===== src/rtl/ucsbece154a_mem_arbiter.sv =====
// Round-robin arbiter sharing one fixed-latency single-port memory between the
// multicycle core and a debug/loader port; one transaction at a time.
module ucsbece154a_mem_arbiter #(
  parameter int ADDR_W  = 32,
  parameter int DATA_W  = 32,
  parameter int MEM_LAT = 1
) (
  input  logic              clk,
  input  logic              reset,
  input  logic              c_req_i,
  input  logic              c_we_i,
  input  logic [ADDR_W-1:0] c_addr_i,
  input  logic [DATA_W-1:0] c_wdata_i,
  output logic [DATA_W-1:0] c_rdata_o,
  output logic              c_done_o,
  output logic              c_stall_o,
  input  logic              d_req_i,
  input  logic              d_we_i,
  input  logic [ADDR_W-1:0] d_addr_i,
  input  logic [DATA_W-1:0] d_wdata_i,
  output logic [DATA_W-1:0] d_rdata_o,
  output logic              d_done_o,
  output logic              mem_en_o,
  output logic              mem_we_o,
  output logic [ADDR_W-1:0] mem_addr_o,
  output logic [DATA_W-1:0] mem_wdata_o,
  input  logic [DATA_W-1:0] mem_rdata_i,
  output logic              busy_o,
  output logic              owner_o
);

  localparam int CNT_W = $clog2(MEM_LAT + 1);
  localparam logic [CNT_W-1:0] LAT_CNT = CNT_W'(MEM_LAT);
  localparam logic OWN_CORE = 1'b0;
  localparam logic OWN_DBG  = 1'b1;

  typedef enum logic [1:0] {
    IDLE   = 2'd0,
    ACCESS = 2'd1,
    RESP   = 2'd2
  } state_t;

  state_t            state, state_d;
  logic [CNT_W-1:0]  cnt, cnt_d;
  logic              wr, wr_d;
  logic              grant;
  logic              owner_d;
  logic              mem_en_d, mem_we_d;
  logic [ADDR_W-1:0] mem_addr_d;
  logic [DATA_W-1:0] mem_wdata_d;
  logic [DATA_W-1:0] c_rdata_d, d_rdata_d;
  logic              c_done_d, d_done_d;

  always_comb begin
    // NOTE: every signal written here gets a default first, so no path can
    // leave one unassigned and infer a latch.
    state_d     = state;
    cnt_d       = cnt;
    wr_d        = wr;
    grant       = owner_o;
    owner_d     = owner_o;
    mem_en_d    = 1'b0;
    mem_we_d    = 1'b0;
    mem_addr_d  = mem_addr_o;
    mem_wdata_d = mem_wdata_o;
    c_rdata_d   = c_rdata_o;
    d_rdata_d   = d_rdata_o;
    c_done_d    = 1'b0;
    d_done_d    = 1'b0;

    case (state)
      IDLE: begin
        if (c_req_i || d_req_i) begin
          // Under contention the side that did not own the memory last wins.
          grant       = (c_req_i && d_req_i) ? ~owner_o : d_req_i;
          owner_d     = grant;
          mem_en_d    = 1'b1;
          mem_we_d    = (grant == OWN_DBG) ? d_we_i    : c_we_i;
          mem_addr_d  = (grant == OWN_DBG) ? d_addr_i  : c_addr_i;
          mem_wdata_d = (grant == OWN_DBG) ? d_wdata_i : c_wdata_i;
          wr_d        = mem_we_d;
          cnt_d       = LAT_CNT;
          state_d     = ACCESS;
        end
      end
      ACCESS: begin
        if (cnt != '0) begin
          cnt_d = cnt - CNT_W'(1);
        end else begin
          if (owner_o == OWN_DBG) begin
            d_done_d = 1'b1;
            if (!wr) d_rdata_d = mem_rdata_i;
          end else begin
            c_done_d = 1'b1;
            if (!wr) c_rdata_d = mem_rdata_i;
          end
          state_d = RESP;
        end
      end
      RESP:    state_d = IDLE;
      default: state_d = IDLE;
    endcase
  end

  always_ff @(posedge clk) begin
    // NOTE: state registers use non-blocking assignments so every flop samples
    // pre-edge values regardless of statement order.
    if (reset) begin
      state       <= IDLE;
      cnt         <= '0;
      wr          <= 1'b0;
      owner_o     <= OWN_DBG;
      mem_en_o    <= 1'b0;
      mem_we_o    <= 1'b0;
      mem_addr_o  <= '0;
      mem_wdata_o <= '0;
      c_rdata_o   <= '0;
      d_rdata_o   <= '0;
      c_done_o    <= 1'b0;
      d_done_o    <= 1'b0;
    end else begin
      state       <= state_d;
      cnt         <= cnt_d;
      wr          <= wr_d;
      owner_o     <= owner_d;
      mem_en_o    <= mem_en_d;
      mem_we_o    <= mem_we_d;
      mem_addr_o  <= mem_addr_d;
      mem_wdata_o <= mem_wdata_d;
      c_rdata_o   <= c_rdata_d;
      d_rdata_o   <= d_rdata_d;
      c_done_o    <= c_done_d;
      d_done_o    <= d_done_d;
    end
  end

  assign c_stall_o = c_req_i & ~c_done_o;
  assign busy_o    = (state != IDLE);

endmodule


===== config.mk =====
export PLATFORM = sky130hd
export DESIGN_NAME = ucsbece154a_mem_arbiter
export DESIGN_NICKNAME = d
export VERILOG_FILES = /design/src/rtl/ucsbece154a_mem_arbiter.sv
export SDC_FILE = /design/constraint.sdc
export NUM_CORES = 1
export LEC_CHECK = 0
export BUFFER_PORTS_ARGS = -buffer_cell sky130_fd_sc_hd__buf_2
export CAP_MARGIN = 20
export CORE_MARGIN = 2
export CORE_UTILIZATION = 46
export DETAILED_ROUTE_END_ITERATION = 8
export HOLD_SLACK_MARGIN = 0.1
export PLACE_DENSITY = 0.87
export SLEW_MARGIN = 20
export SYNTH_ARGS = -nofsm -noshare
export SYNTH_HDL_FRONTEND = slang
export SYNTH_SLANG_ARGS = --single-unit

===== constraint.sdc =====
create_clock -name clk -period 1.7 [get_ports clk]
set_clock_uncertainty 0.05 [all_clocks]
set_input_delay 0.425 -clock clk [delete_from_list [all_inputs] [get_ports clk]]
set_output_delay 0.425 -clock clk [all_outputs]
set_load 0.03 [all_outputs]

==> results of run 1 <==
## layer usage
metal,global-route usage [%],part of all wire (%)
met4,9.804,2.5
met5,0,0
met3,6.175,7.6
met2,42.13,50
met1,28.20,40
## power groups by stage
stage | sequential, µW | clock, µW | combinational, µW
finish | 3660 | 3640 | 2130
global route | 3680 | 3860 | 2290
CTS | 3660 | 3700 | 2140
detailed placement | 3720 | 0 | 2130
global placement | 3710 | 0 | 2100
floorplan | 4230 | 0 | 819
## final cells by class
| cell class | count | area, µm² |
|---|---|---|
| fillers | 1031 | 4292 |
| multi-input cells | 443 | 2824 |
| flip-flops and latches | 137 | 2748 |
| repair buffers | 327 | 1844 |
| clock buffers | 22 | 474.2 |
| well taps | 172 | 215.2 |
| clock inverters | 10 | 116.4 |
| inverters | 1 | 3.754 |
## through the flow
step	cell area (µm²)	hold WS [ps]	utilization (%)
CTS	8222	205.2	65.68
floorplan	5829	457.6	-
detailed placement	7624	411.4	60.91
global placement	7624	403.8	60.91
finish	8225	218.3	65.71
global route	8225	216.8	65.71
## flip-flops by register name, summed over array words and instances, names as in the netlist
name / flops
mem_en_o: 1
mem_addr_o: 32
mem_wdata_o: 32
owner_o: 1
wr: 1
cnt: 1
d_done_o: 1
c_done_o: 1
d_rdata_o: 32
mem_we_o: 1
state: 2
c_rdata_o: 32
## cell families after synthesis
kind of cell	synth area share, %
flip-flops	47.06
AND/OR/NAND/NOR	20.87
buffers and inverters	4.938
multiplexers	11.16
AO/OA/AOI/OAI	15.97
## worst max-delay path, cell delays in order, from the launching register on
cell	delay (ps)
dfxtp_1	340
nor2_4	170
inv_1	50
buf_2	170
## placed cells by master, fill, tap and decap left out, types with 2 or more instances in the layout
cell type	instances
clkinvlp_4	2
a311oi_1	64
nand2_1	131
clkinv_2	3
nor3_1	2
mux2i_1	65
buf_12	11
bufinv_16	2
clkbuf_1	2
nand2b_1	96
buf_2	299
buf_4	17
clkbuf_16	17
inv_6	2
a21oi_1	67
clkbuf_8	3
nor2b_1	2
dfxtp_1	135
## worst max-delay path by stage
stage / from / endpoint / slack (ps) / cells after the start
finish: state[1] / busy_o / 80 / 3
global placement: c_req_i / mem_wdata_o[19] / 40 / 5
CTS: owner_o / owner_o / 20 / 1
detailed placement: c_req_i / mem_wdata_o[3] / -40 / 5
floorplan: owner_o / d_rdata_o[22] / 60 / 5
global route: state[1] / busy_o / 7 / 3
## repair_timing
| action | 4_1_cts | 5_1_grt |
|---|---|---|
| gates cloned | 0 | 0 |
| setup endpoints to repair | 1 | 3 |
| endpoints found under the hold margin | 0 | 0 |
| resized for setup | 0 | 2 |
| buffers inserted | 1 | 0 |
| pin swaps | 1 | 1 |
==> metrics.md, run 1 <==
| Metric | Value |
|---|---|
| Outcome | finished clean |
| Hold Buf Count CTS | 0 |
| Max-slew headroom | between 70% and 80% |
| # setup viols final | 0 |
| CTS buffer count | 17 |
| Max Slew Vio Count | 0 |
| GRT Total Usage | between 20% and 30% |
| Layout cells sized above 1 | 39.04% |
| Area leader, netlist | dfxtp_1 |
| NumNets Final | roughly 1100 |
| Final WL | around 17 mm |
| Avg Inst Size Synth | just over 9 µm² |
| Ports | about 300 |
| Total Power | 9425 µW |
| CP Max Fanout | 3 |
| CTS tree | done |
| GPL Wtd Cong | 0.8319 |
| Psw | 2863 µW |
| Die ar. | approximately 14000 µm² |
| Sw Share | 30.38% |
| Setup crit start kind | flop |
| Die H | 116.6 µm |
| Site Rows | 41 |
| Remaining antenna violation count | 0 |
| Count leader, synth | dfxtp_1 |
| Int Pwr | roughly 6600 µW |
| Final worst path period need | between 1500 and 2000 ps |
| CP Class | flop to primary output |
| Reg power frac | about 39% |
| FF-to-FF End | d_rdata_o[5] |
| Least-Margin Pin Slew | ~430 ps |
| Reg2Reg Depth | 5 |
| Max-Cap Viols | 0 |
| Clock share of power | about two fifths |
| CTS Buffer Depth | 2 |
| Cells after Synth | 644 |
| Fmax | between 600 and 700 MHz |
| Synth area leaders | dfxtp_1 (47%), mux2i_1 (11%), nand2b_1 (10%) |
| Area growth, synth to finish | 41.13% |
| Die W | between 100 and 150 µm |
| DR pass1 iterations | 4 |
| Iter 0 DRT Violations | just under 400 |
| H-tree depth | 4 |
| Max rail drop VDD | between 0.5 and 0.6 mV |
| Worst r2r src | state[1] |
| Sequential fraction of the synthesis area | between 40 and 50% |
| Worst path required time | between 1000 and 1500 ps |
| RSZ-0062 raised after global routing | false |
| Clk_lat worst skew | around 410 ps |
| Pwr Density | about 1100 nW/µm² |
| DR DRC count | 0 |
| Leak | between 0.004 and 0.005 µW |
| CTS sink cnt | between 100 and 150 |
| HP Class | input pin to flop |
| Yosys reg bits | approximately 140 |
| N_diodes | 0 |
| Setup WS post-layout | ~83 ps |
| Hold Crit Depth | 3 |
| Pre-CTS setup slack | -39.31 ps |
| Finished Layout Cells | 1112 |
| Per-cell routed wire length | around 15 µm |
| Core ar. | around 13000 µm² |
| Final period util | about 95% |
| Setup TNS | 0 ps |
| Pin count of the biggest net entering global routing | 61 |
| Final HPWL DP | about 13 mm |
| Primary FF master, synth | dfxtp_1 |
| Post-Syn Nets | 810 |
| Combinational share of power | between 20% and 30% |
| Post-synth EDFFs | 0 |
| Via/cell ratio | approximately 5.2 |
| Yosys cell types | 28 |
| Crit path capture type | primary output |
| Antenna violations before repair | 0 |
| Yosys top cell area share | 47.06% |
| IO buf count | 300 |
| Total global routing overflow | 0 |
| Clk root buf | clkbuf_16 |
| Final Hold Vio Count | 0 |
| Ys async rst share | 0% |
| Arr. time, crit path | 1140 ps |
| Min-delay src | c_addr_i[19] |
| Vias in the first global route | 5266 |
| Synthesized area | ~6000 µm² |
| Worst-path clk slew | 60 ps |
| Worst Hold End | mem_addr_o[19] |
| Synth cell count leaders | dfxtp_1 (137), nand2_1 (131), nand2b_1 (96) |
| Detailed-route via count | ~5800 |
| R2R Setup Slk | 100 ps |
| YS warnings | 0 |
| Starting Density | 46.56% |
| First-pass GRT wire length | 25.60 mm |
| Inst Count DP | ~1100 |
Note: power is estimated with default switching activity, not from simulation.
==> inputs of run 2 (changes only) <==
--- a/config.mk
+++ b/config.mk
@@ -7,11 +7,12 @@
 export LEC_CHECK = 0
 export BUFFER_PORTS_ARGS = -buffer_cell sky130_fd_sc_hd__buf_2
 export CAP_MARGIN = 20
-export CORE_MARGIN = 2
-export CORE_UTILIZATION = 46
+export CORE_AREA = 2 2 116 118
 export DETAILED_ROUTE_END_ITERATION = 8
+export DIE_AREA = 0 0 118 120
 export HOLD_SLACK_MARGIN = 0.1
-export PLACE_DENSITY = 0.87
+export PLACE_DENSITY = 0.86
+export REMOVE_ABC_BUFFERS = 1
 export SLEW_MARGIN = 20
 export SYNTH_ARGS = -nofsm -noshare
 export SYNTH_HDL_FRONTEND = slang
==> run 2 against run 1 <==
  * Critical path depth increased by 1
  * Clock power grew 1%
  * Setup slack worse by 18 ps
  * Largest power group is now clock
  * Die area is 4.2% higher
  * Core utilization down 2.3 points
==> metrics.md, run 2 (synthesized netlist as in run 1, its figures left out) <==
| Metric | Value |
|---|---|
| Outcome | finished clean |
| Most common cell after layout, fill and taps aside | buf_2 |
| Vias in the first global route | 5383 (+2.2%) |
| Setup crit start kind | flop |
| Final HPWL DP | 12.13 mm (-3.9%) |
| Core ar. | 12980 µm² (+3.7%) |
| CTS sink cnt | 137 (unchanged) |
| Max-Cap Viols | 0 (unchanged) |
| Leak | 0.003995 µW (-0.18%) |
| CP Max Fanout | 2 (-1) |
| First-pass GRT wire length | 26.82 mm (+4.8%) |
| Setup WS post-layout | 64.92 ps (-18.44 ps) |
| WHS | 221.6 ps (+3.273 ps) |
| Pre-CTS setup slack | 13.02 ps (+52.33 ps) |
| IO buf count | 300 (unchanged) |
| Final period util | 96.18% (+1.1 points) |
| Max Slew Vio Count | 0 (unchanged) |
| Cell family with most CP delay | flip-flops |
| Detailed-route via count | 5777 (-0.43%) |
| Starting Density | 44.90% (-1.7 points) |
| Layout Utilization | 63.40% (-2.3 points) |
| Crit path capture type | primary output |
| FF-to-FF End | d_rdata_o[31] |
| RSZ-0062 raised after global routing | false |
| Pin count of the biggest net entering global routing | 68 (+11%) |
| # fillers | 1080 (+4.8%) |
| Critical path, cell by cell | buf_4, nor2_4, inv_1, buf_6 |
| CP max-delay cell | dfxtp_2 |
| Hold Crit Depth | 3 (unchanged) |
| Per-cell routed wire length | 15.34 µm (-0.17%) |
| NumNets Final | 1090 (-0.27%) |
| Site Rows | 42 (+2.4%) |
| CP Buf/Inv Count | 3 (+1) |
| Arr. time, crit path | 1160 ps (+20 ps) |
| Worst Hold End | mem_addr_o[15] |
| # setup viols final | 0 (unchanged) |
| CP peak stage delay | 330 ps (about the same) |
| Layout cells sized above 1 | 38.95% (-0.088 points) |
| HP Class | input pin to flop |
| Iter 0 DRT Violations | 342 (-14%) |
| GPL Wtd Cong | 0.8551 (+2.8%) |
| N_diodes | 0 (unchanged) |
| Worst path required time | 1220 ps (about the same) |
| Total global routing overflow | 0 (unchanged) |
| DR DRC count | 0 (unchanged) |
| Final WL | 17.07 mm (about the same) |
| CP Class | flop to primary output |
| Area growth, synth to finish | 41.20% (about the same) |
| Worst-path clk slew | 60 ps (about the same) |
| Via/cell ratio | 5.190 (-0.52%) |
| Fmax | 611.6 MHz (-1.1%) |
| Reg2Reg Depth | 4 (-1) |
| Commonest cells after routing, fill and taps aside | buf_2 (297), dfxtp_1 (135), nand2_1 (131), nand2b_1 (96), a21oi_1 (67) |
| Antenna violations before repair | 0 (unchanged) |
| GRT Total Usage | 23.70% (-0.39 points) |
| Final worst path period need | 1635 ps (+18.44 ps) |
| H-tree depth | 4 (unchanged) |
| Remaining antenna violation count | 0 (unchanged) |
| Die H | 120 µm (+3.0%) |
| CTS Buffer Depth | 2 (unchanged) |
| Least-Margin Pin Slew | 381.1 ps (-46.47 ps) |
| Die ar. | 14160 µm² (+4.2%) |
| Final Hold Vio Count | 0 (unchanged) |
| Worst r2r src | state[1] |
| Clk root buf | clkbuf_16 |
| Ports | 301 (unchanged) |
| Min-delay src | c_addr_i[15] |
| Max-slew headroom | 74.60% (+3.1 points) |
| Pwr Density | 1151 nW/µm² (+0.46%) |
| CTS tree | done |
| DR pass1 iterations | 4 (unchanged) |
| Clk_lat worst skew | 410 ps (about the same) |
| R2R Setup Slk | 110 ps (about the same) |
| Die W | 118 µm (+1.2%) |
| Max rail drop VDD | 0.6253 mV (+4.7%) |
| CTS buffer count | 17 (unchanged) |
run 2: cell count changes in the layout (fill, tap and decap cells not counted):
cell	delta
buf_2	-2
buf_4	-4
buf_6	+2
clkbuf_1	-1
clkbuf_4	+1
clkbuf_8	+1
clkinv_4	-1
clkinvlp_4	+1
run 2: worst max-delay path by stage:
stage | start | to | depth (start not counted)
after floorplan | owner_o | mem_addr_o[0] | 3
after global placement | d_req_i | mem_wdata_o[21] | 5
after detailed placement | d_req_i | mem_wdata_o[17] | 5
after CTS | state[0] | busy_o | 4
after global routing | owner_o | owner_o | 2
final | state[0] | busy_o | 4
run 2: area by class of cell:
type	instances	area (µm²)	area share, %
multi-input cells	443	2824	34.32
flip-flops and latches	137	2748	33.39
repair buffers	324	1834	22.29
clock buffers	22	484.2	5.884
well taps	176	220.2	2.676
clock inverters	10	115.1	1.399
inverters	1	3.754	0.04561
run 2: tightest hold or removal path, delay by kind of cell:
| kind | cells | cell delay [ps] |
|---|---|---|
| buffers and inverters | 1 | 90 |
| AO/OA/AOI/OAI | 1 | 70 |
| AND/OR/NAND/NOR | 1 | 40 |
run 2: report_power, final:
group / internal, µW / switching [µW] / total (µW)
Combinational: 785 / 1360 / 2140
Sequential: 3500 / 150 / 3650
Clock: 2320 / 1370 / 3690
Total: 6600 / 2870 / 9470
run 2: per-layer routing:
metal	track usage [%]	vias up	routed length, µm
li1	-	2808	-
met1	28.08	2643	7091
met2	40.19	290	8341
met3	6.369	36	1158
met4	10.77	0	478
met5	0	-	0
run 2: what timing repair did:
item                                   CTS  global route
buffers inserted                         1             0
gates resized for setup                  3             4
pin swaps                                1             0
endpoints found under the hold margin    0             0
setup endpoints to repair                2             4
hold buffers                             0             0
run 2: per-stage QoR:
stage / TNS (ps) / power [µW] / cells / area [µm²]
finish: 0 / 9472 / 1113 / 8229
global route: 0 / 9873 / 1113 / 8229
CTS: 0 / 9530 / 1113 / 8218
detailed placement: 0 / 5837 / 1080 / 7605
global placement: 0 / 5800 / 1080 / 7605
floorplan: -227080 / 4976 / 581 / 5544
==> inputs of run 3 (changes only) <==
==> constraint.sdc (replaced) <==
create_clock -name clk -period 1.6 [get_ports clk]
set_clock_uncertainty 0.05 [all_clocks]
set_input_delay 0.4 -clock clk [delete_from_list [all_inputs] [get_ports clk]]
set_output_delay 0.4 -clock clk [all_outputs]
set_load 0.03 [all_outputs]
==> run 3 against run 2 <==
  * Non-clock buffer count is 7 higher
  * Flip-flop and latch count stayed put
  * Critical path depth stayed put
  * Sequential share of layout area down 0.42 points
  * Via count is 0.10% lower
  * Hold slack worse by 24 ps
  * Die area is the same
  * First-iteration DRC count is 9.9% higher
  * Count of clock-buffer cells in the layout shrank 3
  * Total power increased by 7.4%
  * Core utilization up 0.84 points
  * Global-route usage about the same
  * Critical path type unchanged
  * Highest routed layer unchanged
==> metrics.md, run 3 (synthesized netlist as in run 1, its figures left out) <==
| Metric | Value |
|---|---|
| Arr. time, crit path | 1120 ps (-40 ps) |
| WHS | 197.2 ps (-24.42 ps) |
| HP Class | input pin to flop |
| Combinational share of power | 22.9% (+0.3 points) |
| H-tree depth | 4 (unchanged) |
| Clock share of power | 39.0% (about the same) |
| CP Class | flop to primary output |
| Pwr Density | 1220 nW/µm² (+6.0%) |
| Antenna violations before repair | 0 (unchanged) |
| Worst path required time | 1150 ps (-70 ps) |
| CTS Buffer Depth | 2 (unchanged) |
| Setup TNS | 0 ps (unchanged) |
| First-pass GRT wire length | 26.99 mm (+0.62%) |
| Ports | 301 (unchanged) |
| GPL Wtd Cong | 0.8280 (-3.2%) |
| Int Pwr | 7106 µW (+7.7%) |
| Clk_lat worst skew | 410 ps (about the same) |
| CTS buffer count | 17 (unchanged) |
| Max-slew headroom | 74.93% (+0.33 points) |
| DR pass1 iterations | 4 (unchanged) |
| R2R Setup Slk | 60 ps (-50 ps) |
| Area growth, synth to finish | 43.07% |
| Worst-path clk slew | 60 ps (about the same) |
| FF-to-FF End | d_rdata_o[18] |
| Max-Cap Viols | 0 (unchanged) |
| Least-Margin Pin Slew | 376.1 ps (-4.969 ps) |
| Die H | 120 µm (unchanged) |
| Final HPWL DP | 12.16 mm (+0.22%) |
| Starting Density | 44.90% (unchanged) |
| CTS tree | done |
| # setup viols final | 0 (unchanged) |
| Min-delay src | c_addr_i[4] |
| N_diodes | 0 (unchanged) |
| Crit path capture type | primary output |
| Pin count of the biggest net entering global routing | 65 (-4.4%) |
| Psw | 3067 µW (+6.7%) |
| IO buf count | 300 (unchanged) |
| RSZ-0062 raised after global routing | true |
| Per-cell routed wire length | 15.20 µm (-0.87%) |
| Core ar. | 12980 µm² (unchanged) |
| Final period util | a little over nine tenths |
| Hold Crit Depth | 3 (unchanged) |
| Final Hold Vio Count | 0 (unchanged) |
| Reg power frac | 38.1% (-0.4 points) |
| NumNets Final | 1097 (+0.64%) |
| Remaining antenna violation count | 0 (unchanged) |
| Final WL | 17.01 mm (-0.34%) |
| Total global routing overflow | 0 (unchanged) |
| Site Rows | 42 (unchanged) |
| Layout cells sized above 1 | 39.66% (+0.71 points) |
| Leak | 0.004050 µW (+1.4%) |
| Worst r2r src | state[0] |
| Max rail drop VDD | 0.6193 mV (-0.97%) |
| Detailed-route via count | 5771 (-0.10%) |
| Clk root buf | clkbuf_16 |
| Setup crit start kind | flop |
| CP Max Fanout | 2 (unchanged) |
| Worst Hold End | mem_addr_o[4] |
| Commonest cells after routing, fill and taps aside | buf_2 (296), dfxtp_1 (134), nand2_1 (131), nand2b_1 (96), a21oi_1 (67) |
| Reg2Reg Depth | 5 (+1) |
| Outcome | finished clean |
| Max Slew Vio Count | 0 (unchanged) |
| CTS sink cnt | 137 (unchanged) |
| Die ar. | 14160 µm² (unchanged) |
| Via/cell ratio | 5.157 (-0.64%) |
| Sw Share | 30.15% (-0.20 points) |
| Die W | 118 µm (unchanged) |
| Iter 0 DRT Violations | 376 (+9.9%) |
| Most common cell after layout, fill and taps aside | buf_2 |
| DR DRC count | 0 (unchanged) |
| Final worst path period need | ~1600 ps |
| Fmax | between 600 and 700 MHz |
| GRT Total Usage | 23.72% (about the same) |
| Vias in the first global route | 5420 (+0.69%) |
-- run 3: cell type report --
class                      count  area [µm²]
timing repair buffer         331        1931
tap                          176       220.2
clock inverter                12       148.9
multi-input combinational    443        2833
sequential                   137        2749
clock buffer                  19       452.9
inverter                       1       3.754
fill                        1064        4642
-- run 3: timing repair --
action / CTS / global route
pin swaps: 1 / 2
endpoints found under the setup margin: 5 / 20
buffers inserted: 2 / 1
gates cloned: 0 / 1
endpoints found under the hold margin: 0 / 0
hold buffers: 0 / 0
gates resized for setup: 9 / 6
-- run 3: how the worst max path moves through the flow --
stage / cells past startpoint / end / from / slack [ps]
2_1_floorplan: 3 / mem_addr_o[0] / owner_o / -2870
3_3_place_gp: 6 / mem_wdata_o[10] / c_req_i / -10
3_5_place_dp: 6 / mem_wdata_o[5] / c_req_i / -90
4_1_cts: 4 / busy_o / state[1] / 5
5_1_grt: 4 / busy_o / state[1] / -20
6_report: 4 / busy_o / state[1] / 30
-- run 3: power groups by stage --
stage | Sequential, µW | Combinational (µW) | Clock (µW)
6_report | 3870 | 2330 | 3970
5_1_grt | 3900 | 2490 | 4200
4_1_cts | 3870 | 2310 | 4040
3_5_place_dp | 3940 | 2280 | 0
3_3_place_gp | 3930 | 2260 | 0
2_1_floorplan | 4510 | 782 | 0
-- run 3: layer usage --
layer,GRT usage (%),wire [µm]
met1,28.80,6853
met2,41.21,8685
met3,4.563,1110
met4,9.864,362
met5,0,0
-- run 3: per-stage QoR --
step,std cells,setup WS [ps],util [%],area (µm²),power (µW)
after floorplan,581,-2870,-,5544,5287
after global placement,1084,-13.33,58.92,7647,6183
after detailed placement,1084,-86.20,58.92,7647,6222
after CTS,1117,4.684,63.83,8285,10220
after global routing,1119,-17.62,64.24,8338,10590
final,1119,27.70,64.24,8338,10170
-- run 3: critical path, cell delays in order, from the launching register on --
cell,delay (ps)
dfxtp_2,320
buf_6,110
nor2_4,110
inv_2,40
buf_6,130
